===== src/rtl/constant_memory_loader_if.sv =====
// Host-side bus of the constant memory loader: a burst command channel
// (base address + word count), a 32-bit data channel and an abort strobe.
//
// Handshake rule for both channels: a transfer happens on a rising clock edge
// where valid and ready are both 1. The source holds valid and its payload
// stable until that edge. Ready may be asserted with or without valid.
//
// Signals:
//   cmd_valid / cmd_ready   command channel handshake
//   cmd_base_addr           first write address of the burst
//   cmd_count               words in the burst, 0..DEPTH
//   data_valid / data_ready data channel handshake
//   data                    constant word
//   abort                   cancel the burst in progress
interface constant_memory_loader_if #(
  parameter int ADDR_WIDTH = 9
);
  logic                  cmd_valid;
  logic                  cmd_ready;
  logic [ADDR_WIDTH-1:0] cmd_base_addr;
  logic [ADDR_WIDTH:0]   cmd_count;
  logic                  data_valid;
  logic                  data_ready;
  logic [31:0]           data;
  logic                  abort;

  modport master (
    output cmd_valid, cmd_base_addr, cmd_count, data_valid, data, abort,
    input  cmd_ready, data_ready
  );

  modport slave (
    input  cmd_valid, cmd_base_addr, cmd_count, data_valid, data, abort,
    output cmd_ready, data_ready
  );
endinterface


===== src/rtl/constant_memory_loader.sv =====
// Write-side driver for the CGRA constant memory. Takes a burst command and a
// stream of 32-bit words from the host and turns each accepted word into a
// registered single-word write (address, line, enable) one cycle later.
// Addresses advance modulo DEPTH = 1 << ADDR_WIDTH.
//
// Ports:
//   clk, rst_n          clock, asynchronous active-low reset
//   host                command/data/abort channels (slave side)
//   memory_write_addr   write address to the constant memory
//   memory_line         write data to the constant memory
//   write_memory_en     write enable to the constant memory
//   busy                a burst is in progress (state != IDLE)
//   done                one-cycle pulse when a burst completes
//   wrap                sticky: the current burst wrapped DEPTH-1 -> 0
//   state_dbg           current FSM state (IDLE=0, LOAD=1, DONE=2)
module constant_memory_loader #(
  parameter int ADDR_WIDTH = 9
) (
  input  logic                  clk,
  input  logic                  rst_n,
  constant_memory_loader_if.slave host,
  output logic [ADDR_WIDTH-1:0] memory_write_addr,
  output logic [31:0]           memory_line,
  output logic                  write_memory_en,
  output logic                  busy,
  output logic                  done,
  output logic                  wrap,
  output logic [1:0]            state_dbg
);

  typedef enum logic [1:0] {
    IDLE = 2'd0,
    LOAD = 2'd1,
    DONE = 2'd2
  } state_t;

  state_t state_q, state_d;

  logic [ADDR_WIDTH-1:0] next_addr_q;
  logic [ADDR_WIDTH:0]   remaining_q;
  logic                  first_q;
  logic [ADDR_WIDTH-1:0] wr_addr_q;
  logic [31:0]           line_q;
  logic                  we_q;
  logic                  wrap_q;

  logic cmd_ready;
  logic data_ready;
  logic cmd_hs;
  logic data_hs;

  // A data handshake coinciding with abort is dropped entirely.
  assign cmd_hs  = cmd_ready & host.cmd_valid;
  assign data_hs = data_ready & host.data_valid & ~host.abort;

  always_ff @(posedge clk or negedge rst_n) begin
    if (!rst_n) begin
      state_q <= IDLE;
    end else begin
      state_q <= state_d;
    end
  end

  always_comb begin
    state_d    = state_q;
    cmd_ready  = 1'b0;
    data_ready = 1'b0;
    case (state_q)
      IDLE: begin
        cmd_ready = 1'b1;
        if (host.cmd_valid) begin
          state_d = (host.cmd_count == '0) ? DONE : LOAD;
        end
      end
      LOAD: begin
        data_ready = 1'b1;
        if (host.abort) begin
          state_d = IDLE;
        end else if (host.data_valid &&
                     remaining_q == (ADDR_WIDTH+1)'(1)) begin
          state_d = DONE;
        end
      end
      DONE: begin
        state_d = IDLE;
      end
      default: begin
        state_d = IDLE;
      end
    endcase
  end

  always_ff @(posedge clk or negedge rst_n) begin
    if (!rst_n) begin
      next_addr_q <= '0;
      remaining_q <= '0;
      first_q     <= 1'b0;
      wr_addr_q   <= '0;
      line_q      <= '0;
      we_q        <= 1'b0;
      wrap_q      <= 1'b0;
    end else begin
      we_q <= data_hs;
      if (cmd_hs) begin
        next_addr_q <= host.cmd_base_addr;
        remaining_q <= host.cmd_count;
        first_q     <= 1'b1;
        wrap_q      <= 1'b0;
      end
      if (data_hs) begin
        wr_addr_q   <= next_addr_q;
        line_q      <= host.data;
        next_addr_q <= next_addr_q + 1'b1;
        remaining_q <= remaining_q - 1'b1;
        first_q     <= 1'b0;
        // Landing on address 0 after at least one earlier word means the
        // burst rolled over from DEPTH-1; a burst that starts at 0 does not.
        if (!first_q && next_addr_q == '0) begin
          wrap_q <= 1'b1;
        end
      end
    end
  end

  assign host.cmd_ready  = cmd_ready;
  assign host.data_ready = data_ready;

  assign memory_write_addr = wr_addr_q;
  assign memory_line       = line_q;
  assign write_memory_en   = we_q;
  assign busy              = (state_q != IDLE);
  assign done              = (state_q == DONE);
  assign wrap              = wrap_q;
  assign state_dbg         = state_q;

endmodule

===== src/flat_wrapper.sv =====
// flat-port wrapper written by rule: the top's interface ports become plain ports
module constant_memory_loader_flat 
#(
  parameter int ADDR_WIDTH = 9
)
  (clk, rst_n, memory_write_addr, memory_line, write_memory_en, busy, done, wrap, state_dbg, host_cmd_valid, host_cmd_base_addr, host_cmd_count, host_data_valid, host_data, host_abort, host_cmd_ready, host_data_ready);
  constant_memory_loader_if #(.ADDR_WIDTH(ADDR_WIDTH)) host_i ();
  input  logic clk;
  input  logic rst_n;
  output logic [ADDR_WIDTH-1:0] memory_write_addr;
  output logic [31:0] memory_line;
  output logic write_memory_en;
  output logic busy;
  output logic done;
  output logic wrap;
  output logic [1:0] state_dbg;
  input wire logic [$bits(host_i.cmd_valid)-1:0] host_cmd_valid;
  input wire logic [$bits(host_i.cmd_base_addr)-1:0] host_cmd_base_addr;
  input wire logic [$bits(host_i.cmd_count)-1:0] host_cmd_count;
  input wire logic [$bits(host_i.data_valid)-1:0] host_data_valid;
  input wire logic [$bits(host_i.data)-1:0] host_data;
  input wire logic [$bits(host_i.abort)-1:0] host_abort;
  output wire logic [$bits(host_i.cmd_ready)-1:0] host_cmd_ready;
  output wire logic [$bits(host_i.data_ready)-1:0] host_data_ready;
  assign host_i.cmd_valid = host_cmd_valid;
  assign host_i.cmd_base_addr = host_cmd_base_addr;
  assign host_i.cmd_count = host_cmd_count;
  assign host_i.data_valid = host_data_valid;
  assign host_i.data = host_data;
  assign host_i.abort = host_abort;
  assign host_cmd_ready = host_i.cmd_ready;
  assign host_data_ready = host_i.data_ready;
  constant_memory_loader #(.ADDR_WIDTH(ADDR_WIDTH)) u_core (.clk(clk), .rst_n(rst_n), .host(host_i), .memory_write_addr(memory_write_addr), .memory_line(memory_line), .write_memory_en(write_memory_en), .busy(busy), .done(done), .wrap(wrap), .state_dbg(state_dbg));
endmodule

===== config.mk =====
export PLATFORM = sky130hd
export DESIGN_NAME = constant_memory_loader_flat
export DESIGN_NICKNAME = d
export VERILOG_FILES = /design/src/rtl/constant_memory_loader_if.sv /design/src/rtl/constant_memory_loader.sv /design/src/flat_wrapper.sv
export SDC_FILE = /design/constraint.sdc
export NUM_CORES = 1
export LEC_CHECK = 0
export BUFFER_PORTS_ARGS = -buffer_cell sky130_fd_sc_hd__clkbuf_2
export CAP_MARGIN = 20
export CORE_AREA = 4 4 90 92
export CTS_CLUSTER_SIZE = 14
export DETAILED_ROUTE_END_ITERATION = 10
export DIE_AREA = 0 0 94 96
export GPL_TIMING_DRIVEN = 1
export MAX_ROUTING_LAYER = met4
export PLACE_DENSITY = 0.69
export RECOVER_POWER = 25
export SLEW_MARGIN = 0
export SYNTH_ARGS = -nofsm -noshare
export SYNTH_HDL_FRONTEND = slang
export SYNTH_SLANG_ARGS = --single-unit

===== constraint.sdc =====
create_clock -name clk -period 1.89 [get_ports clk]
set_clock_uncertainty 0.15 [all_clocks]
set_input_delay 0.2835 -clock clk [delete_from_list [all_inputs] [get_ports clk]]
set_output_delay 0.2835 -clock clk [all_outputs]
set_load 0.01 [all_outputs]

==> results, run 1 <==
- The number of cells on the worst reg-to-reg path is 4.
- The first element of the critical path is u_core.state_dbg[1].
- The library cell used most frequently in the layout, excluding fill and tap cells, is sky130_fd_sc_hd__nand2_1.
- Setup repair after global routing left no endpoint under its margin.
- The achievable frequency is 0.563 GHz.
- In this run the core area contains 31 standard-cell rows.
- The switching share of power is 0.335.
- The leakage power total is 2.17 nW.
- Among all stages on the critical path, the largest delay is contributed by sky130_fd_sc_hd__or3b_1.
- The data arrival time of the critical path is 1850 ps.
- IR analysis of the VDD net gives a maximum drop of 0.511 mV.
- sky130_fd_sc_hd__dfrtp_1 takes more of the synthesized area than any other cell.
- The post-synthesis cell count is 318.
- The clock-pin slew of the registers on the worst-case setup and hold paths is 70 ps.
- From left edge to right edge, the die measures 94 µm.
- Setup violations remaining at the end of the flow were counted as 0.
- The boundary pin count is 105.
- The area of the core region is 7210 µm².
- The number of DRC markers after the initial detailed-route iteration is 51.
- The areal power density over the cells is 1060 nW/µm².
- The share of synthesized area in the top cell type comes to 0.553.
- The number of DRC violations after detailed routing is 0.
- Dividing the synthesized area by the synthesized cell count gives 9.25 µm².
- After filler insertion, the fill cell instance count of the layout stands at 653.
- The y dimension of the die is 96 µm.
- The max-cap check violation count is 0.
- The tightest slew margin relative to the limit is 0.410.
- The share of the Yosys chip area taken by registers is 0.553.
- The total half-perimeter wirelength after legalization and detailed placement is 5260 µm.
- The number of detailed-routing iterations run before antenna repair is 4.
- In the layout the commonest cells are sky130_fd_sc_hd__nand2_1, sky130_fd_sc_hd__clkbuf_2, sky130_fd_sc_hd__dfrtp_1.
- The total congestion overflow after global routing is 0.
- TritonCTS built the clock tree.
- The number of flops mapped to enable cells by yosys is 0.
- The run finished with clean final reports.
- Dividing the final minimum period by the clock period gives 0.940.
- The adder-cell share of the synthesized area is 0.0170.
- By startpoint and endpoint, the worst setup path is classified as register to register.
- The floorplan die area is 9020 µm².
- STA classifies the critical path endpoint as a register.
- The flop-to-flop setup slack is 110 ps.
- For this run, the share of the core covered by cells in the final layout is 0.573.
- The sum of negative setup slack is 0 ps.
- The count of distinct cell types in the synthesized netlist is 44.
- The number of global-route vias before repair is 2838.
- The launch point of the worst reg-to-reg path is u_core.state_dbg[1].
- The portion of synthesized area spent on multiplexers is 0.
- The main combinational cell family by area after synthesis is simple AND/OR/NAND/NOR gates.
- The flip-flop and latch count after synthesis is 65.
- The number of antenna violations at the first check in global routing is 0.
- For this design the total switching power over the nets is 0.00147 W.
- The internal power summed over all cells is 0.00292 W.
- The delay contributed by the slowest stage of the critical path is 510 ps.
- The xor-xnor portion of the synthesized cell area is 0.
- In this run the number of H-tree levels came out at 3.
- In this run the deepest clock path goes through 2 buffers.
- The post-CTS setup buffer count is 0.
- The clock root buffer is sky130_fd_sc_hd__clkbuf_8.
- Of the total power, the clock network draws 0.268.
- The detailed-route wire length per cell is 13.8 µm.
- The net count reported at finish is 523.
- The number of max-slew violations in the final report was 0.
- The worst-path maximum fanout is 8.
- The path class of the tightest hold or removal check is primary input to register.
- After detailed routing, the number of vias per cell comes to 4.88.
- The end point of the critical path is u_core.next_addr_q[2].
- The later-pin clock latency in the skew report is 340 ps.
- The critical path startpoint category is a register.
- The first global-routing pass estimated 13100 µm of wire.
- The count of input and output buffers is 104.
- The net count after synthesis is 378.
- Sorting the synthesized cells by area gives the leading types as sky130_fd_sc_hd__dfrtp_1, sky130_fd_sc_hd__nand2_1, sky130_fd_sc_hd__buf_2, sky130_fd_sc_hd__nor2_1, sky130_fd_sc_hd__ha_1.
- In this run, CTS created clock tree buffers numbering 9.
- The sum of routed wire length over all layers is 7830 µm.
- For the pin with the worst max-slew slack, the measured transition is 885 ps.
- The most instantiated flip-flop cell in the synthesis netlist is sky130_fd_sc_hd__dfrtp_1.
- The synthesis-to-layout area growth is 40.6%.
- During synthesis, Yosys emitted a total of 0 warnings.
- The simple logic cell fraction of the synthesized area is 0.302.
- The placer's final routability congestion estimate is 0.894.
- The starting density of the core is 0.408.
- The critical path goes through or3b_1 -> nand2_4 -> o21ai_1 -> a221o_1.
- The layout cell share with drive strength beyond 1 is 0.312.
- The compound-gate portion of the synthesized area is 0.0851.
- The largest net degree at the start of global routing is 66.
- The number of diodes added for antenna fixing is 0.
- The TritonCTS sink count is 65.
- The share of total power dissipated in sequential elements is 0.462.
- Detailed routing inserted a total of 2769 vias.
- Of all flip-flops after synthesis, the portion carrying an async set or reset was 1.00.
- Counting I/O delays and the setup requirement, the final critical path takes 1780 ps.
- The endpoint of the worst-slack reg-to-reg timing path is u_core.next_addr_q[2].
- The global-route total usage across every layer is 0.190.
- Of the total power, combinational logic draws 0.270.
- Summing every instance area after synthesis gives 2940 µm².
- The count of final hold-check violations came to 0.
- The post-route antenna net violation count is 0.
- STA puts the critical path data required time at 1960 ps.
-- worst max-delay path: cells and delay by family (launching register included) --
kind,cells,cell delay [ps]
AOI/OAI and AO/OA,2,380
and+or+nand+nor,2,670
DFF,1,460
-- cell families after synthesis --
kind of cell / after synthesis
AND/OR/NAND/NOR: 190
flip-flops: 65
AO/OA/AOI/OAI: 34
buffers and inverters: 25
adder cells (fa/ha/maj): 4
-- metrics by stage --
step                      std cells  hold slack (ps)  setup slack, ps  power [W]  instance area (µm²)
after global placement          518              179              207    0.00315                 3620
after global routing            567             23.5             3.12    0.00468                 4130
after floorplan                 318             -162              188    0.00264                 2940
final                           567             37.6              113    0.00439                 4130
after CTS                       567             22.3              115    0.00444                 4140
after detailed placement        518              182              147    0.00319                 3620
-- power groups by stage --
stage	registers [W]	clock network, W	logic, W
floorplan	0.00210	0	0.000542
global placement	0.00203	0	0.00112
detailed placement	0.00204	0	0.00115
CTS	0.00202	0.00122	0.00120
global route	0.00207	0.00128	0.00133
finish	0.00203	0.00117	0.00119
-- synth_stat cells, types with 2 or more instances --
master / instances
sky130_fd_sc_hd__a211oi_1: 5
sky130_fd_sc_hd__a21oi_1: 2
sky130_fd_sc_hd__a221o_1: 4
sky130_fd_sc_hd__a22oi_1: 3
sky130_fd_sc_hd__a31o_2: 2
sky130_fd_sc_hd__and3_1: 2
sky130_fd_sc_hd__buf_2: 13
sky130_fd_sc_hd__buf_6: 2
sky130_fd_sc_hd__dfrtp_1: 65
sky130_fd_sc_hd__ha_1: 4
sky130_fd_sc_hd__inv_1: 9
sky130_fd_sc_hd__nand2_1: 136
sky130_fd_sc_hd__nand3_1: 6
sky130_fd_sc_hd__nand4_1: 2
sky130_fd_sc_hd__nor2_1: 15
sky130_fd_sc_hd__nor3_1: 7
sky130_fd_sc_hd__nor3_4: 3
sky130_fd_sc_hd__nor4_1: 4
sky130_fd_sc_hd__o21ai_0: 6
sky130_fd_sc_hd__o22ai_1: 3
sky130_fd_sc_hd__or2_2: 2
-- layer usage --
| layer | wire length, µm | track usage |
|---|---|---|
| met1 | 3510 | 0.229 |
| met2 | 3740 | 0.316 |
| met3 | 482 | 0.0367 |
| met4 | 90 | 0.0746 |
| met5 | 0 | - |
-- registers in the layout (all words and copies together), names as in the netlist --
register / count
u_core.first_q: 1
u_core.memory_line: 32
u_core.memory_write_addr: 9
u_core.next_addr_q: 9
u_core.remaining_q: 10
u_core.state_dbg: 2
u_core.wrap: 1
u_core.write_memory_en: 1
-- how the worst min path moves through the flow --
| stage | depth (start not counted) | to | start | slack, ps |
|---|---|---|---|---|
| finish | 3 | u_core.next_addr_q[3] | host_cmd_base_addr[3] | 40 |
| global route | 2 | u_core.next_addr_q[2] | host_cmd_base_addr[2] | 20 |
| CTS | 2 | u_core.next_addr_q[4] | host_cmd_base_addr[4] | 20 |
| detailed placement | 2 | u_core.state_dbg[1] | rst_n | 180 |
| global placement | 2 | u_core.state_dbg[1] | rst_n | 180 |
| floorplan | 0 | u_core.first_q | rst_n | -160 |
-- repair_timing --
action | in CTS | in global routing
hold buffers | 33 | 0
endpoints found under the setup margin | 0 | 1
resized for setup | 0 | 1
endpoints found under the hold margin | 97 | 0
-- final cells by class --
type / instances / area [µm²] / area share
repair buffers: 150 / 961 / 0.232
inverters: 9 / 37.5 / 0.00908
well taps: 99 / 124 / 0.0300
flip-flops and latches: 65 / 1630 / 0.393
multi-input cells: 228 / 1190 / 0.288
clock inverters: 5 / 55.1 / 0.0133
clock buffers: 11 / 141 / 0.0342
(Power assumes the default switching activity.)
==> run 2: changes to the inputs <==
--- a/config.mk
+++ b/config.mk
@@ -13,7 +13,7 @@
 export DIE_AREA = 0 0 94 96
 export GPL_TIMING_DRIVEN = 1
 export MAX_ROUTING_LAYER = met4
-export PLACE_DENSITY = 0.69
+export PLACE_DENSITY_LB_ADDON = 0.15
 export RECOVER_POWER = 25
 export SLEW_MARGIN = 0
 export SYNTH_ARGS = -nofsm -noshare
==> run 2 against run 1 <==
Effect of this change:
- sequential power about the same
- clock power up 5%
- core utilization down 0.21 points
- critical path depth unchanged
- fmax up 1.5%
- global-route usage down 0.53 points
- flip-flop and latch count unchanged
- routed wire length down 3.3%
- non-clock buffer count down 2
- worst setup slack better by 26 ps
- critical path type unchanged
==> results, run 2 (synthesis gave the netlist of run 1 again) <==
- The number of global-route vias before repair is 2620.
- The global routing usage on met1 is 0.259.
- The classification of the worst-slack hold path is primary input to register.
- The count of input and output buffers is 104.
- The final hold slack is 8.93 ps.
- The first-pass GRT wire length is 12700 µm.
- The number of DRC violations after detailed routing is 0.
- The critical path startpoint category is a register.
- The detailed-route wire length per cell is 13.4 µm.
- The initial utilization of the core area, before any placement, comes to 0.408.
- Row generation in the floorplan step produced 31 rows.
- Leaving out fill and tap cells, the most frequent cell in the layout is sky130_fd_sc_hd__nand2_1.
- For the pin with the worst max-slew slack, the measured transition is 901 ps.
- The total instance count after detailed placement is 518.
- The global-route total usage across every layer is 0.184.
- The CTS tree is built.
- The final core utilization is 0.571.
- The placer's final routability congestion estimate is 0.839.
- The number of diodes added for antenna fixing is 0.
- The leakage power total is 2.18 nW.
- The detailed router placed 2671 vias in this run.
- Leaving out fill and tap cells, the most frequent cells in the layout are sky130_fd_sc_hd__nand2_1, sky130_fd_sc_hd__clkbuf_2, sky130_fd_sc_hd__dfrtp_1.
- Measured along the x axis, the die boundary spans 94 µm.
- Power spread over the standard cell area amounts to 1070 nW/µm².
- The dominant delay contributor by cell family on the critical path is simple AND/OR/NAND/NOR gates.
- The clock-pin slew of the registers on the worst-case setup and hold paths is 70 ps.
- The design area is 4120 µm².
- The met3 usage in global routing is 0.0446.
- From bottom edge to top edge, the die measures 96 µm.
- For this run, the top clock speed supported by timing is 0.571 GHz.
- The area of the core region is 7210 µm².
- The number of buffer and inverter instances along the worst setup path is 0.
- The first TritonRoute pass finished after 4 iterations.
- Excluding fillers, the count of instances in the completed layout stands at 565.
- STA classifies the critical path endpoint as a register.
- The setup violation total in the final timing report is 0.
- The time the worst path needs with I/O delays and setup is 1750 ps.
- In this run the most used layer during global routing was met2.
- The worst setup path is of the register to register kind.
- The count of final hold-check violations is 0.
- Once detail routing completed, the nets flagged for antenna violations numbered 0.
- In the routed layout, each cell is associated on average with a via count of 4.73.
- After global routing the overflow that remains totals 0.
- The run finished with clean final reports.
- In this design, the stage delay of the slowest critical-path cell is 440 ps.
- The data arrival time of the critical path is 1830 ps.
- The later-pin clock latency in the skew report is 340 ps.
- The max-cap check violation count is 0.
- The synthesis-to-layout area growth is 40.1%.
- The H-tree was split into 3 levels.
- The net count reported at finish is 521.
- VDD sags by at most 0.461 mV.
- The number of antenna violations at the first check in global routing is 0.
- The floorplan die area is 9020 µm².
- The share of the cycle needed by the critical path after routing is 0.926.
- Setup repair after global routing left no endpoint under its margin.
- The number of max-slew violations in the final report was 0.
- The number of clock buffers added by TritonCTS is 9.
- The tightest slew margin relative to the limit is 0.399.
- The signal on the critical path passes through nand4bb_4 -> nor4_4 -> nand2_1 -> o311ai_1.
- The worst-path maximum fanout is 7.
- The largest net degree at the start of global routing is 66.
- After the first detailed-routing iteration, the DRC count stood at 106.
- The worst endpoint required time is 1970 ps.
- After detailed routing, the total wire length is 7570 µm.
- The layout cell share with drive strength beyond 1 is 0.315.
- The boundary pin count is 105.
- Clock tree synthesis selected as its root buffer the cell sky130_fd_sc_hd__clkbuf_8.
- The placed standard-cell area is 3620 µm².
- The buffer levels on the longest clock path is 2.
- The TritonCTS sink count is 65.
- Summed over all failing endpoints, the final setup total negative slack is 0 ps.
- The cell at the slowest stage of the critical path is sky130_fd_sc_hd__dfrtp_1.
- The number of flip-flops under the largest register name is 32.
- The total half-perimeter wirelength after legalization and detailed placement is 5110 µm.
- For this run, global-route usage on met2 was measured as 0.264.
[run 2: cell types whose count changed in the layout (fill, tap and decap cells not counted)]
| cell | before | now |
|---|---|---|
| sky130_fd_sc_hd__buf_4 | 11 | 12 |
| sky130_fd_sc_hd__buf_6 | 0 | 1 |
| sky130_fd_sc_hd__clkbuf_8 | 10 | 11 |
| sky130_fd_sc_hd__clkinv_2 | 2 | 1 |
| sky130_fd_sc_hd__clkinv_4 | 0 | 1 |
| sky130_fd_sc_hd__clkinvlp_4 | 3 | 1 |
| sky130_fd_sc_hd__dlygate4sd3_1 | 33 | 29 |
| sky130_fd_sc_hd__inv_1 | 8 | 9 |
[run 2: per-stage QoR]
step	power (W)	worst slack [ps]
2_1_floorplan	0.00264	188
3_3_place_gp	0.00316	146
3_5_place_dp	0.00318	102
4_1_cts	0.00447	99.7
5_1_grt	0.00473	3.90
6_report	0.00442	139
[run 2: path summary, 6_finish.rpt]
check,from,endpoint,slack (ps),cells past startpoint
worst max-delay path,u_core.state_dbg[1],u_core.remaining_q[7],140,4
worst min-delay path,host_data[17],u_core.memory_line[17],9,3
worst max register to register,u_core.state_dbg[1],u_core.remaining_q[7],140,4
worst min register to register,u_core.memory_write_addr[8],u_core.memory_write_addr[8],320,2
max in group asynchronous,rst_n,u_core.remaining_q[6],440,3
min in group asynchronous,rst_n,u_core.memory_line[7],580,3
[run 2: area by class of cell]
class	count	area, µm²
well taps	99	124
fillers	669	3100
repair buffers	148	940
flip-flops and latches	65	1630
inverters	9	33.8
multi-input cells	228	1190
clock inverters	4	51.3
clock buffers	12	155
[run 2: metal layers]
layer	vias to the layer above	part of all wire	wire length (µm)
met2	89	0.44	3370
met5	-	0	0
met3	4	0.059	447
met1	1238	0.49	3710
li1	1340	-	-
met4	0	0.0052	39
[run 2: repair_timing]
action,CTS,global route
setup buffers,0,2
endpoints found under the setup margin,0,1
hold buffers,28,1
gates resized for setup,0,1
hold endpoints to repair,92,1
[run 2: where the power goes]
group / internal [W] / switching, W
Clock: 0.000682 / 0.000547
Combinational: 0.000530 / 0.000647
Sequential: 0.00174 / 0.000271
[run 2: worst register-to-register path, stage by stage (launching register included)]
cell and delay [ps]:
sky130_fd_sc_hd__dfrtp_1 440, sky130_fd_sc_hd__nand4bb_4 330, sky130_fd_sc_hd__nor4_4 330, sky130_fd_sc_hd__nand2_1 130, sky130_fd_sc_hd__o311ai_1 260
